[config.mk]
export PLATFORM = sky130hd
export DESIGN_NAME = pair_frame_reader
export DESIGN_NICKNAME = d
export VERILOG_FILES = /design/src/rtl/pair_frame_reader.sv
export SDC_FILE = /design/constraint.sdc
export NUM_CORES = 1
export LEC_CHECK = 0
export BUFFER_PORTS_ARGS = -buffer_cell sky130_fd_sc_hd__clkbuf_2
export CORE_MARGIN = 2
export CORE_UTILIZATION = 40
export DETAILED_ROUTE_END_ITERATION = 10
export PLACE_DENSITY = 0.73
export SYNTH_ARGS = -nofsm -noshare
export SYNTH_HDL_FRONTEND = slang
export SYNTH_SLANG_ARGS = --single-unit
[constraint.sdc]
create_clock -name clk -period 5.2 [get_ports clk]
set_clock_uncertainty 0.15 [all_clocks]
set_input_delay 1.3 -clock clk [delete_from_list [all_inputs] [get_ports clk]]
set_output_delay 1.3 -clock clk [all_outputs]
set_load 0.03 [all_outputs]
[src/rtl/pair_frame_reader.sv]
// rtl/pair_frame_reader.sv - paired even/odd frame RAM reader serializing word pairs into one pixel stream
// Optional build macro PAIR_FRAME_READER_CKSUM_EN adds a 16-bit running sum of accepted pixels (cksum).
module pair_frame_reader #(
  parameter int ADDR_W     = 14,
  parameter int DATA_W     = 8,
  parameter int START_PAIR = 7296,
  parameter int END_PAIR   = 7424
) (
  input  logic              clk,
  input  logic              reset,
  input  logic              start,
  output logic              busy,
  output logic              done,
  output logic              rd_en,
  output logic [ADDR_W-1:0] addr_a,
  output logic [ADDR_W-1:0] addr_b,
  input  logic [DATA_W-1:0] rdata_a,
  input  logic [DATA_W-1:0] rdata_b,
  output logic [DATA_W-1:0] out_data,
  output logic              out_valid,
  input  logic              out_ready
`ifdef PAIR_FRAME_READER_CKSUM_EN
  ,
  output logic [15:0]       cksum
`endif
);

  localparam int P_W = ADDR_W - 1;
  localparam logic [P_W-1:0]    P_START = P_W'(START_PAIR);
  localparam logic [ADDR_W-1:0] P_END   = ADDR_W'(END_PAIR);
  localparam bit                EMPTY   = (START_PAIR >= END_PAIR);

  typedef enum logic [2:0] {
    IDLE    = 3'd0,
    ISSUE   = 3'd1,
    CAPTURE = 3'd2,
    SEND_A  = 3'd3,
    SEND_B  = 3'd4,
    FIN     = 3'd5
  } state_t;

  state_t            state, state_nxt;
  logic [P_W-1:0]    p, p_nxt;
  logic [DATA_W-1:0] ha, hb;
  logic              last_pair;

  // Compare at full address width so p+1 cannot wrap before the bound test.
  assign last_pair = (({1'b0, p} + ADDR_W'(1)) >= P_END);

  assign addr_a = {p, 1'b0};
  assign addr_b = {p, 1'b1};

  // State, pair index and hold registers; hold data only latched in CAPTURE.
  always_ff @(posedge clk) begin
    if (reset) begin
      state <= IDLE;
      p     <= P_START;
      ha    <= '0;
      hb    <= '0;
    end else begin
      state <= state_nxt;
      p     <= p_nxt;
      if (state == CAPTURE) begin
        ha <= rdata_a;
        hb <= rdata_b;
      end
    end
  end

  // Next-state, index advance and state-decoded outputs.
  always_comb begin
    state_nxt = state;
    p_nxt     = p;
    busy      = 1'b1;
    done      = 1'b0;
    rd_en     = 1'b0;
    out_valid = 1'b0;
    out_data  = '0;
    case (state)
      IDLE: begin
        busy = 1'b0;
        if (start) begin
          if (!EMPTY) begin
            p_nxt     = P_START;
            state_nxt = ISSUE;
          end else begin
            state_nxt = FIN;
          end
        end
      end
      ISSUE: begin
        rd_en     = 1'b1;
        state_nxt = CAPTURE;
      end
      CAPTURE: state_nxt = SEND_A;
      SEND_A: begin
        out_valid = 1'b1;
        out_data  = ha;
        if (out_ready) state_nxt = SEND_B;
      end
      SEND_B: begin
        out_valid = 1'b1;
        out_data  = hb;
        if (out_ready) begin
          if (!last_pair) begin
            p_nxt     = p + P_W'(1);
            state_nxt = ISSUE;
          end else begin
            state_nxt = FIN;
          end
        end
      end
      FIN: begin
        done      = 1'b1;
        state_nxt = IDLE;
      end
      default: state_nxt = IDLE;
    endcase
  end

`ifdef PAIR_FRAME_READER_CKSUM_EN
  // Running mod-2^16 sum of accepted pixels; cleared when a pass is accepted.
  always_ff @(posedge clk) begin
    if (reset) begin
      cksum <= '0;
    end else if (state == IDLE && start) begin
      cksum <= '0;
    end else if (out_valid && out_ready) begin
      cksum <= cksum + 16'(out_data);
    end
  end
`endif

endmodule

==> results.md <==
- Status: complete, no violations
- CP max FO: 11
- Number of global-route vias before repair: 1722
- Ant diodes: 0
- PD cells: 262 nW/µm²
- Overall Global Routing Usage: 0.191
- First-pass GRT wire length: 7.84 mm
- CP peak stage delay: 540 ps
- Via count: 1898
- Hold/Removal Path Class: reg -> reg
- # setup viols final: 0
- Slew at the pin closest to its max-slew limit: 897 ps
- Startpoint type of the worst setup path: register
- Cts repair resizes: 0
- Die width: 71.9 µm
- Num Clock Sinks: 32
- PortBufs: 57
- Routed Antenna Nets: 0
- VDD IR max: 159 µV
- Number of flops mapped to enable cells by yosys: 0
- Hold-fix buffers, CTS: 0
- Slew Limit Fails: 0
- Layout Utilization: 0.489
- Async SR Flop Fraction: 0
- Syn. warnings: 0
- CTS tree: built
- Post-layout min period: 3360 ps
- Initial core utilization: 0.421
- Final Cycle Share: 0.646
- RSZ-0062 raised after global routing: no
- Sequential area share after synthesis: 0.347
- Yosys top cell by area: dfxtp_1
- Initial DRC count: 227
- Final Routed Wirelength: 4.70 mm
- Die area: 5170 µm²
- Skew-Pair Late Insertion Delay: 290 ps
- Final Instance Count excl. Fillers: 338
- Worst path top cell family by delay: simple AND/OR/NAND/NOR gates
- Clk buf depth: 2
- Critical Path Slowest Stage Cell: nor2_1
- Cell area after synthesis: 1840 µm²
- Required time of the critical path: 3750 ps
- Post-Place Cells: 330
- NumNets Final: 306
- Worst Path Arrival: 1910 ps
- Synth Net Count: 270
- Row count: 24
- Total negative slack: 0 ps
- Drc violations: 0
- Unique masters post-synth: 45
- GPL Wtd Cong: 0.921
- Gate count of the mapped netlist: 249
- Largest cells by area after synthesis: dfxtp_1, nand2_1, buf_4
- Total core area: 4380 µm²
- Main synth FF type: dfxtp_1
- Post-synth top cells: nand2_1, dfxtp_1, a21oi_1
- Largest net degree at the start of global routing: 28
- IO Count: 60
- Drt first pass iters: 4
- Max Fclk: 298 MHz
- FILL cells: 451
- Final hold violations: 0
- H-tree Lvls: 2
- Gr ovfl total: 0
- Crit-path cells: nand2_1 -> nor2_1 -> a22o_1 -> clkbuf_2
- Setup Fix Bufs, Post-CTS: 0
- Type of the worst setup path: reg -> out
- Die Y: 71.9 µm
- Root buffer cell: clkbuf_8
- Initial antenna violation count: 0
- Hold_ws: 304 ps
- Vias per cell: 5.62
- Leak: 0.890 nW
- #FFs+latches synth: 32
- Top cell type's share of synthesized area: 0.347
- Syn Area/Cell: 7.41 µm²
- Most common cell in the synthesized netlist: nand2_1
- Synth-to-layout area growth: 16.2%
- CP endpoint kind: output port
- Routed len/inst: 13.9 µm
- Max Cap Viol: 0
- Total CTS buffers: 5
- Reg clk slew, reported paths: 70 ps
- Fraction of layout cells with a size suffix above 1: 0.245
- Total power draw: 561 µW
- Rel. slew slack: 0.396
- DP HPWL: 3.29 mm
- Buf+Inv Stages, Crit Path: 1
[sequential cells by signal (all words and copies together), names as in the netlist]
name,count
ha,8
p,13
hb,8
state,3
[metal layers]
layer / vias to the layer above / track usage / part of all wire
met1: 867 / 0.233 / 0.45
met4: 0 / 0.0629 / 0.0062
met3: 4 / 0.0653 / 0.072
met5: - / 0 / 0
met2: 80 / 0.317 / 0.47
li1: 947 / - / -
[cells in the final DEF (no fill, tap or decap), types with 6 or more instances in the layout]
cell type	count
o21ai_0	13
o211ai_1	7
nor3_1	6
nor2_1	13
a22o_1	8
dfxtp_1	32
nand3_1	14
nand2_1	54
a21oi_1	19
clkbuf_2	57
[kinds of logic (layout without fill, tap and decap cells)]
| family | after synthesis | count (layout) | synth area share |
|---|---|---|---|
| simple gates | 115 | 115 | 0.294 |
| fa+ha+maj | 1 | 1 | 0.00678 |
| flops | 32 | 32 | 0.347 |
| mux | 3 | 3 | 0.0163 |
| compound gates | 66 | 66 | 0.239 |
| other cells | 2 | 2 | 0.00407 |
| buf+inv | 30 | 67 | 0.0923 |
[tightest hold or removal path, stage by stage (launching register included)]
cell and delay, ps:
dfxtp_1 310, nand2_1 50, a21oi_1 50
[path summary, 6_finish.rpt]
kind                  from           to  slack [ps]  cells after the start
setup reg to reg      p[0]         p[6]        2460                      6
hold / removal       hb[1]        hb[1]         300                      2
hold reg to reg      hb[1]        hb[1]         300                      2
setup / recovery  state[0]  out_data[1]        1840                      4
[per-stage QoR]
| stage | cell area, µm² | setup WS, ps |
|---|---|---|
| after CTS | 2140 | 1840 |
| after floorplan | 1840 | 2170 |
| after global routing | 2140 | 1680 |
| final | 2140 | 1840 |
| after detailed placement | 2040 | 2030 |
| after global placement | 2040 | 2140 |
[area by class of cell]
cell class,count,area (µm²),area share
Timing Repair Buffer,58,293,0.137
Sequential cell,32,641,0.299
Tap cell,52,65.1,0.0304
Clock buffer,6,72.6,0.0339
Multi-Input combinational cell,187,1030,0.482
Inverter,1,3.75,0.00175
Clock inverter,2,35.0,0.0163
[report_power, final]
part | switching [mW] | leakage [nW] | total, mW | internal [mW]
clock network | 0.0946 | 0.0552 | 0.237 | 0.142
logic | 0.0403 | 0.575 | 0.0623 | 0.0219
registers | 0.00768 | 0.260 | 0.262 | 0.254
total | 0.143 | 0.890 | 0.561 | 0.418
Power figures use the tool's default switching activity.
